## config.mk

```make
export PLATFORM = sky130hd
export DESIGN_NAME = cp0_unit
export DESIGN_NICKNAME = d
export VERILOG_FILES = /design/src/rtl/cp0_unit_pkg.sv /design/src/rtl/cp0_unit_irq_sync.sv /design/src/rtl/cp0_unit.sv
export SDC_FILE = /design/constraint.sdc
export NUM_CORES = 1
export LEC_CHECK = 0
export CAP_MARGIN = 20
export CELL_PAD_IN_SITES_DETAIL_PLACEMENT = 0
export CELL_PAD_IN_SITES_GLOBAL_PLACEMENT = 1
export CORE_MARGIN = 3
export CORE_UTILIZATION = 38
export DETAILED_ROUTE_END_ITERATION = 10
export PLACE_DENSITY = 0.88
export REMOVE_ABC_BUFFERS = 1
export SKIP_CTS_REPAIR_TIMING = 1
export SLEW_MARGIN = 20
export SYNTH_ARGS = -nofsm -noshare
export SYNTH_HDL_FRONTEND = slang
export SYNTH_SLANG_ARGS = --single-unit
```

## constraint.sdc

```tcl
create_clock -name clk -period 3.1 [get_ports clk]
set_clock_uncertainty 0.15 [all_clocks]
set_input_delay 0.465 -clock clk [delete_from_list [all_inputs] [get_ports clk]]
set_output_delay 0.465 -clock clk [all_outputs]
set_load 0.05 [all_outputs]
```

## src/rtl/cp0_unit_pkg.sv

```systemverilog
// Shared CP0 definitions: controller op codes, register indices, bit positions, FSM states.
package cp0_unit_pkg;

    localparam logic [1:0] EXE_CP_NONE  = 2'b00;
    localparam logic [1:0] EXE_CP_STORE = 2'b01;
    localparam logic [1:0] EXE_CP0_ERET = 2'b10;

    localparam logic [4:0] CP0_REG_COUNT   = 5'd9;
    localparam logic [4:0] CP0_REG_COMPARE = 5'd11;
    localparam logic [4:0] CP0_REG_STATUS  = 5'd12;
    localparam logic [4:0] CP0_REG_CAUSE   = 5'd13;
    localparam logic [4:0] CP0_REG_EPC     = 5'd14;
    localparam logic [4:0] CP0_REG_EHBR    = 5'd15;

    localparam int BIT_IE  = 0;
    localparam int BIT_IP0 = 8;
    localparam int BIT_IPT = 15;

    typedef enum logic {
        ST_IDLE    = 1'b0,
        ST_HANDLER = 1'b1
    } cp0_state_e;

endpackage

```

## src/rtl/cp0_unit_irq_sync.sv

```systemverilog
// cp0_irq_sync: two-flop synchronizer for the async interrupt level, followed by a
// rising-edge detector producing a single-cycle pulse in the clk domain.
module cp0_irq_sync (
    input  logic clk,
    input  logic rst_n,
    input  logic irq_i,
    output logic edge_o
);

    logic meta_q;
    logic sync_q;
    logic prev_q;

    always_ff @(posedge clk or negedge rst_n) begin
        if (!rst_n) begin
            meta_q <= 1'b0;
            sync_q <= 1'b0;
            prev_q <= 1'b0;
        end else begin
            meta_q <= irq_i;
            sync_q <= meta_q;
            prev_q <= sync_q;
        end
    end

    assign edge_o = sync_q & ~prev_q;

endmodule

```

## src/rtl/cp0_unit.sv

```systemverilog
// CP0: STATUS/CAUSE/EPC/EHBR, interrupt entry and ERET redirect. Optional Count/Compare
// timer interrupt is built when CP0_TIMER_EN is defined.
//   state      | meaning
//   ST_IDLE    | normal execution, interrupts may be taken
//   ST_HANDLER | inside handler, waiting for ERET
module cp0_unit
    import cp0_unit_pkg::*;
#(
    parameter logic [31:0] EHBR_RESET = 32'h0000_0000
) (
    input  logic        clk,
    input  logic        rst_n,
    input  logic        en,
    input  logic [1:0]  oper,
    input  logic [4:0]  addr_r,
    output logic [31:0] data_r,
    input  logic [4:0]  addr_w,
    input  logic [31:0] data_w,
    input  logic [31:0] ret_addr,
    input  logic        ret_valid,
    input  logic        ir_in,
    output logic        jump_en,
    output logic [31:0] jump_addr,
    output logic        in_handler
);

    cp0_state_e  state_q, state_d;
    logic        ie_q, ie_d;
    logic        pend_q, pend_d;
    logic [31:0] epc_q, epc_d;
    logic [31:0] ehbr_q, ehbr_d;
    logic        jump_en_q, jump_en_d;
    logic [31:0] jump_addr_q, jump_addr_d;

    logic        ir_edge;
    logic        tpend;
    logic        is_store;
    logic        is_eret;
    logic        take;
    logic [31:0] cause;

    cp0_irq_sync u_irq_sync (
        .clk    (clk),
        .rst_n  (rst_n),
        .irq_i  (ir_in),
        .edge_o (ir_edge)
    );

    assign is_store = en && (oper == EXE_CP_STORE);
    assign is_eret  = en && (oper == EXE_CP0_ERET);
    assign take     = (pend_q | tpend) & ie_q & ret_valid & en
                    & (state_q == ST_IDLE) & (oper != EXE_CP0_ERET);

`ifdef CP0_TIMER_EN
    logic [31:0] count_q, count_d;
    logic [31:0] compare_q, compare_d;
    logic        tpend_q, tpend_d;

    always_comb begin
        count_d   = count_q + {31'b0, en};
        compare_d = compare_q;
        tpend_d   = tpend_q | (en && (count_q == compare_q));
        if (is_store && addr_w == CP0_REG_COUNT) begin
            count_d = data_w;
        end
        if (is_store && addr_w == CP0_REG_COMPARE) begin
            compare_d = data_w;
            tpend_d   = 1'b0;
        end
    end

    always_ff @(posedge clk or negedge rst_n) begin
        if (!rst_n) begin
            count_q   <= 32'h0;
            compare_q <= 32'h0;
            tpend_q   <= 1'b0;
        end else begin
            count_q   <= count_d;
            compare_q <= compare_d;
            tpend_q   <= tpend_d;
        end
    end

    assign tpend = tpend_q;
`else
    assign tpend = 1'b0;
`endif

    always_comb begin
        state_d     = state_q;
        ie_d        = ie_q;
        epc_d       = epc_q;
        ehbr_d      = ehbr_q;
        jump_en_d   = 1'b0;
        jump_addr_d = jump_addr_q;

        if (is_store) begin
            case (addr_w)
                CP0_REG_STATUS: ie_d   = data_w[BIT_IE];
                CP0_REG_EPC:    epc_d  = data_w;
                CP0_REG_EHBR:   ehbr_d = data_w;
                default: ;
            endcase
        end

        // ERET wins over a take; a take overrides any same-cycle MTC0 to IE/EPC.
        if (is_eret) begin
            ie_d        = 1'b1;
            state_d     = ST_IDLE;
            jump_en_d   = 1'b1;
            jump_addr_d = epc_q;
        end else if (take) begin
            ie_d        = 1'b0;
            epc_d       = ret_addr;
            state_d     = ST_HANDLER;
            jump_en_d   = 1'b1;
            jump_addr_d = ehbr_q;
        end

        pend_d = (pend_q & ~take) | ir_edge;
    end

    always_ff @(posedge clk or negedge rst_n) begin
        if (!rst_n) begin
            state_q     <= ST_IDLE;
            ie_q        <= 1'b0;
            pend_q      <= 1'b0;
            epc_q       <= 32'h0;
            ehbr_q      <= EHBR_RESET;
            jump_en_q   <= 1'b0;
            jump_addr_q <= 32'h0;
        end else begin
            state_q     <= state_d;
            ie_q        <= ie_d;
            pend_q      <= pend_d;
            epc_q       <= epc_d;
            ehbr_q      <= ehbr_d;
            jump_en_q   <= jump_en_d;
            jump_addr_q <= jump_addr_d;
        end
    end

    always_comb begin
        cause          = 32'h0;
        cause[BIT_IP0] = pend_q;
        cause[BIT_IPT] = tpend;
    end

    always_comb begin
        data_r = 32'h0;
        case (addr_r)
            CP0_REG_STATUS: data_r = {31'b0, ie_q};
            CP0_REG_CAUSE:  data_r = cause;
            CP0_REG_EPC:    data_r = epc_q;
            CP0_REG_EHBR:   data_r = ehbr_q;
`ifdef CP0_TIMER_EN
            CP0_REG_COUNT:   data_r = count_q;
            CP0_REG_COMPARE: data_r = compare_q;
`endif
            default: ;
        endcase
    end

    assign jump_en    = jump_en_q;
    assign jump_addr  = jump_addr_q;
    assign in_handler = (state_q == ST_HANDLER);

endmodule
```

# After elaboration in Yosys (flattened, before gate mapping)
# Index checks and enable logic that the tools add are counted.
# totals
reg_bits	103
input_bits	81
output_inout_bits	66
elab_cells	53
# op_classes
eq_ne	10
mux	15
bitwise_logic	11
n_reduce_logical	7
# op_table
operator	count
32-bit 2-to-1 mux	6
32-bit case mux with 4 select lines	1
5-bit by 4-bit equality test with 1-bit output, second input constant	7
1-bit 2-to-1 mux	8
1-bit AND	7
3-bit nonzero test	2
2-bit AND reduction	2
1-bit NOT	3
2-bit by 1-bit equality test with 1-bit output, second input constant	1
2-bit equality test, second input constant	1
1-bit logical AND	2
2-bit != test, second input constant	1
2-bit nonzero test	1
1-bit OR	1

# Depth between registers and ports, before layout
# Gate-level depths: netlist (run 1).
# logic_depth
word_depth	8
mapped_depth	6
mapped_depth_nobuf	4

# Cells and area by module
# Synthesis (run 1) repeated with hierarchy kept, for this count alone.
# unflattened
cells_unflattened	390
hier_area_um2	4556.9
# by_module_without_submodules
mod	n_inst	cells_each	area_per_inst_um2	seq_area_each_um2
cp0_unit	1	386	4468.0	2502.4
cp0_irq_sync	1	4	88.8	75.1

# Worst setup path before layout (run 1)
# No wires, ideal clock.
# synth_path
path_type	input port to output port
startpoint	input addr_r[4]
endpoint	output data_r[10]
t_arrival_ns	1.665
setup_slack_ns	0.820
path_stages	4
path_cell_list	nand3b_1 nor3_1 clkbuf_1 a22o_1
# synth_via
elab_chain_cells	2
word_cells_on_any_way	5
cone_classes	eq/ne (4); mux (1)
# synth_lines
item	line_no	text
from (decl)	cp0_unit.sv:15	input logic [4:0] addr_r,
5-bit by 4-bit equality test with 1-bit output	cp0_unit.sv:151	case (addr_r)
32-bit case mux with 4 select lines *	cp0_unit.sv:151	
to (decl)	cp0_unit.sv:16	output logic [31:0] data_r,
# Every way passes the cells marked *; elsewhere a longest branch is shown, timed or not.

# Final worst setup path (run 1)
# layout_path
startpoint	input addr_r[1]
endpoint	output data_r[8]
# Same word-level chain as after synthesis.

==> results of run 1 <==
## through the flow
stage | utilization | cells | power (mW) | setup slack (ps)
2_1_floorplan | - | 361 | 3.36 | -535
3_3_place_gp | 0.565 | 659 | 4.15 | 301
3_5_place_dp | 0.565 | 659 | 4.22 | 268
4_1_cts | 0.590 | 675 | 5.31 | 264
5_1_grt | 0.590 | 675 | 5.56 | 146
6_report | 0.590 | 675 | 5.26 | 267
## cell type report
cell class / count / area (um^2)
Fill cell: 952 / 4740
Sequential cell: 103 / 2580
Timing Repair Buffer: 155 / 1910
Multi-Input combinational cell: 252 / 1840
Clock buffer: 10 / 239
Tap cell: 143 / 179
Clock inverter: 6 / 52.6
Inverter: 6 / 22.5
## layout by cell type, fill, tap and decap left out, types with 3 or more instances in the layout
cell / n
mux2i_1: 35
clkbuf_16: 9
mux2_2: 32
clkdlybuf4s50_1: 115
a22o_1: 30
inv_1: 6
a22oi_1: 32
buf_12: 37
a21oi_1: 32
nor3_2: 3
nand2_1: 3
nor2_1: 36
dfrtp_1: 103
buf_4: 3
o21ai_0: 29
o21ai_1: 6
## worst paths after layout
check,to,slack (ps)
setup / recovery,data_r[8],270
hold / removal,jump_addr[17],-20
setup reg to reg,jump_addr[2],1170
hold reg to reg,u_irq_sync.sync_q,200
max in group asynchronous,epc_q[7],2100
min in group clk,u_irq_sync.sync_q,200
## critical path, stage by stage
cell	delay, ps
clkdlybuf4s50_1	580
mux2i_1	210
nor2_1	60
a31oi_1	150
nor2_1	60
clkdlybuf4s50_1	700
## cells by family after synthesis
group,Yosys count,synth area share
buffers and inverters,36,0.0363
DFF,103,0.567
muxes,67,0.156
AOI/OAI and AO/OA,132,0.188
and+or+nand+nor,53,0.0525
## registers in the layout (all words and copies together) (netlist names)
name,count
ehbr_q,32
epc_q,32
jump_addr,32
ie_q,1
in_handler,1
jump_en,1
pend_q,1
u_irq_sync.meta_q,1
u_irq_sync.prev_q,1
u_irq_sync.sync_q,1
## layer usage
metal | global-route usage | wire length (um)
met5 | 0 | 0
met4 | 0.0509 | 165
met3 | 0.0386 | 864
met2 | 0.325 | 6250
met1 | 0.260 | 5530
## power breakdown
group	leakage, nW	total (mW)	switching [mW]	internal [mW]
clock network	0.137	1.08	0.504	0.578
logic	1.69	2.11	1.30	0.810
registers	1.28	2.07	0.272	1.80
total	3.11	5.26	2.08	3.19
==> metrics.yaml, run 1 <==
status: "complete, but fails checks"
violations: "hold timing"
power_leakage_nw: 3.11
ant_nets: 0
maxSlewViolCount: 0
synth_top_area_frac: 0.567
timing_hold_violations_final: 15
grt_pass1_wl_um: 20200
place_area_um2: 6540
required_ps: 2480
numPortBuffers: 146
yosysMostFrequentCell: "dfrtp_1"
die_h_um: 115
cts_buffers: 9
core.rowCount: 39
clock_path_buffers: 2
netlist_area_um2: 4550
start_util: 0.393
reg2reg_depth: 5
antenna_found_initial: 0
min_path_type: "input pin to asynchronous set/reset pin"
synth_top_area_cell: "dfrtp_1"
area_growth_pct: 50.1
clk_pin_slew_ps: 70
synth-main-ff-cell: "dfrtp_1"
gr-usage-all-layers: 0.194
synth-edff-count: 0
criticalPathCategory: "input pin to output port"
die_w_um: 115
cts_tree: "yes"
synth_seq_cells: 103
globalRoute.totalOverflow: 0
r2r-start: "ie_q"
globalplace.congestion: 0.754
core_area_um2: 11600
fin_crit_ps: 2830
max_freq_mhz: 353
slew_headroom: 0.575
synthArstFlopShare: 1.00
worstMarginPinSlew_ps: 637
yosysSeqAreaShare: 0.567
start_kind: "input pin"
dr.pass1.iters: 5
wire_per_inst_um: 19.0
startpoint: "addr_r[1]"
num_vias: 3754
htree_levels: 3
netlist_instances: 391
worstPathArrival_ps: 2220
synthTopCellsByArea: "dfrtp_1 (57%), mux2_2 (7.9%), mux2i_1 (7.7%)"
p_per_area_nw_per_um2: 771
clk_latency_ps: 330
clk_root_buffer_cell: "clkbuf_16"
yosys_warnings: 0
rsz0062_at_grt: "no"
finalCritPeriodShare: 0.914
dp_hpwl_um: 8210
final_cell_area_um2: 6830
peakVddDrop_v: 0.000388
grt_pass1_vias: 3930
drc_errors: 0
clock_sinks: 103
wl_um: 12800
synth_area_per_cell_um2: 11.6
via_per_inst: 5.56
finalSetupViolCount: 0
end_kind: "output port"
die_area_um2: 13300
worstPathMaxFanout: 5
drv_cap: 0
io_pins: 147
setup_tns_ps: 0
drt_iter0_markers: 245
num-nets-final: 608
whs_ps: -19.7
diodes: 0
drive_above_1_share: 0.177
ys_top_cells_by_count: "dfrtp_1 (103), nor2_1 (36), mux2i_1 (35)"
ys_types: 28
grt_max_degree: 66
(Power assumes the default switching activity.)
==> run 2, diff against run 1 <==
--- a/config.mk
+++ b/config.mk
@@ -11,6 +11,7 @@
 export CORE_MARGIN = 3
 export CORE_UTILIZATION = 38
 export DETAILED_ROUTE_END_ITERATION = 10
+export HOLD_SLACK_MARGIN = 0.03
 export PLACE_DENSITY = 0.88
 export REMOVE_ABC_BUFFERS = 1
 export SKIP_CTS_REPAIR_TIMING = 1
==> run 2 against run 1 <==
Compared with the run above: the flow now finishes without violations; design area increased by 0.15%; power about the same; first-iteration DRC count increased by 4.5%; critical path depth unchanged; clock power about the same; largest cell class unchanged; die area unchanged.
==> metrics.yaml, run 2 (synthesis results as in run 1) <==
worstPathMaxFanout: 5  # unchanged
final_cell_area_um2: 6840  # +0.15%
clk_root_buffer_cell: "clkbuf_16"
regArea_um2: 2580  # unchanged
slew_headroom: 0.568  # -0.00665
fin_crit_ps: 2830  # -0.129 ps
die_h_um: 115  # unchanged
nFillCells: 951  # -0.11%
max_freq_mhz: 353  # about the same
power_mw: 5.27  # about the same
globalRoute.totalOverflow: 0  # unchanged
drive_above_1_share: 0.176  # -0.000332
start_kind: "input pin"
clk_latency_ps: 330  # about the same
area_growth_pct: 50.3
drt_iter0_markers: 256  # +4.5%
grt_pass1_wl_um: 20200  # unchanged
antenna_found_initial: 0  # unchanged
drv_cap: 0  # unchanged
place_area_um2: 6540  # unchanged
grt_pass1_vias: 3930  # unchanged
core_area_um2: 11600  # unchanged
slowest_delay_ps: 700  # about the same
diodes: 0  # unchanged
whs_ps: 203  # +223 ps
cts_buffers: 9  # unchanged
cts_tree: "yes"
wl_um: 12800  # +0.27%
globalplace.congestion: 0.754  # unchanged
ant_nets: 0  # unchanged
status: "finished, final reports clean"
clk_pin_slew_ps: 70  # about the same
start_util: 0.393  # unchanged
startpoint: "addr_r[1]"
io_pins: 147  # unchanged
required_ps: 2480  # about the same
multi_input_area_um2: 1840  # unchanged
clock_path_buffers: 2  # unchanged
maxSlewViolCount: 0  # unchanged
wire_per_inst_um: 19.0  # +0.12%
grt_max_degree: 66  # unchanged
htree_levels: 3  # unchanged
die_area_um2: 13300  # unchanged
finalCritPeriodShare: 0.914  # about the same
criticalPathCategory: "input pin to output port"
dr.pass1.iters: 5  # unchanged
min_from: "u_irq_sync.meta_q"
crit_path_cell_trace: "clkdlybuf4s50_1 -> mux2i_1 -> nor2_1 -> a31oi_1 -> nor2_1 -> clkdlybuf4s50_1"
worstMarginPinSlew_ps: 647  # +9.97 ps
dp_hpwl_um: 8210  # unchanged
finalSetupViolCount: 0  # unchanged
critPathTopFamily: "buffers and inverters"
final_common_cell: "clkdlybuf4s50_1"
peakVddDrop_v: 0.000387  # -0.21%
numPortBuffers: 146  # unchanged
num_vias: 3745  # -0.24%
gr-usage-all-layers: 0.194  # unchanged
end_kind: "output port"
rsz0062_at_grt: "no"
worst-path-buf-inv: 2  # unchanged
min_path_type: "flop to flop"
num-nets-final: 609  # +0.16%
clock_sinks: 103  # unchanged
r2r-start: "ie_q"
via_per_inst: 5.54  # -0.39%
drc_errors: 0  # unchanged
worstPathArrival_ps: 2220  # about the same
layout_common_cells: "clkdlybuf4s50_1 (115), dfrtp_1 (103), buf_12 (37), nor2_1 (36), mux2i_1 (35)"
power_leakage_nw: 3.11  # +0.13%
die_w_um: 115  # unchanged
crit_path_top_delay_cell: "clkdlybuf4s50_1"
core.rowCount: 39  # unchanged
p_per_area_nw_per_um2: 770  # about the same
timing_hold_violations_final: 0  # -15
==> run 2: changes by cell type in the layout (fill, tap and decap cells not counted), sizes merged <==
cell	previous run	this run
dlygate4sd3	0	1
==> run 2: per-stage QoR <==
stage	TNS (ps)	setup slack, ps	std cells	utilization
global placement	0	301	659	0.565
detailed placement	0	268	659	0.565
finish	0	267	676	0.591
CTS	0	264	675	0.590
global route	0	146	676	0.591
floorplan	-28930	-535	361	-
==> run 2: final timing paths <==
path                                           to  slack (ps)  cells past startpoint
worst max-delay path                    data_r[8]         270                      6
worst min-delay path            u_irq_sync.sync_q         200                      0
worst max register to register       jump_addr[2]        1170                      5
worst min register to register  u_irq_sync.sync_q         200                      0
max in group asynchronous           jump_addr[31]        1550                      3
min in group asynchronous           jump_addr[17]         530                      2
==> run 2: report_power, final <==
group	internal, mW	switching (mW)
sequential	1.80	0.272
combinational	0.811	1.30
clock	0.578	0.505
total	3.19	2.08
==> run 2: layout make-up <==
class                   count  share of cell area
multi-input cells         252               0.270
well taps                 143              0.0262
flip-flops and latches    103               0.377
inverters                   6             0.00329
clock inverters             6             0.00769
clock buffers              10              0.0349
repair buffers            156               0.281
==> run 2: metal layers <==
metal / global-route usage / up-vias / part of all wire
li1: - / 1714 / -
met1: 0.260 / 1864 / 0.43
met2: 0.325 / 156 / 0.49
met3: 0.0386 / 11 / 0.071
met4: 0.0509 / 0 / 0.0097
met5: 0 / - / 0
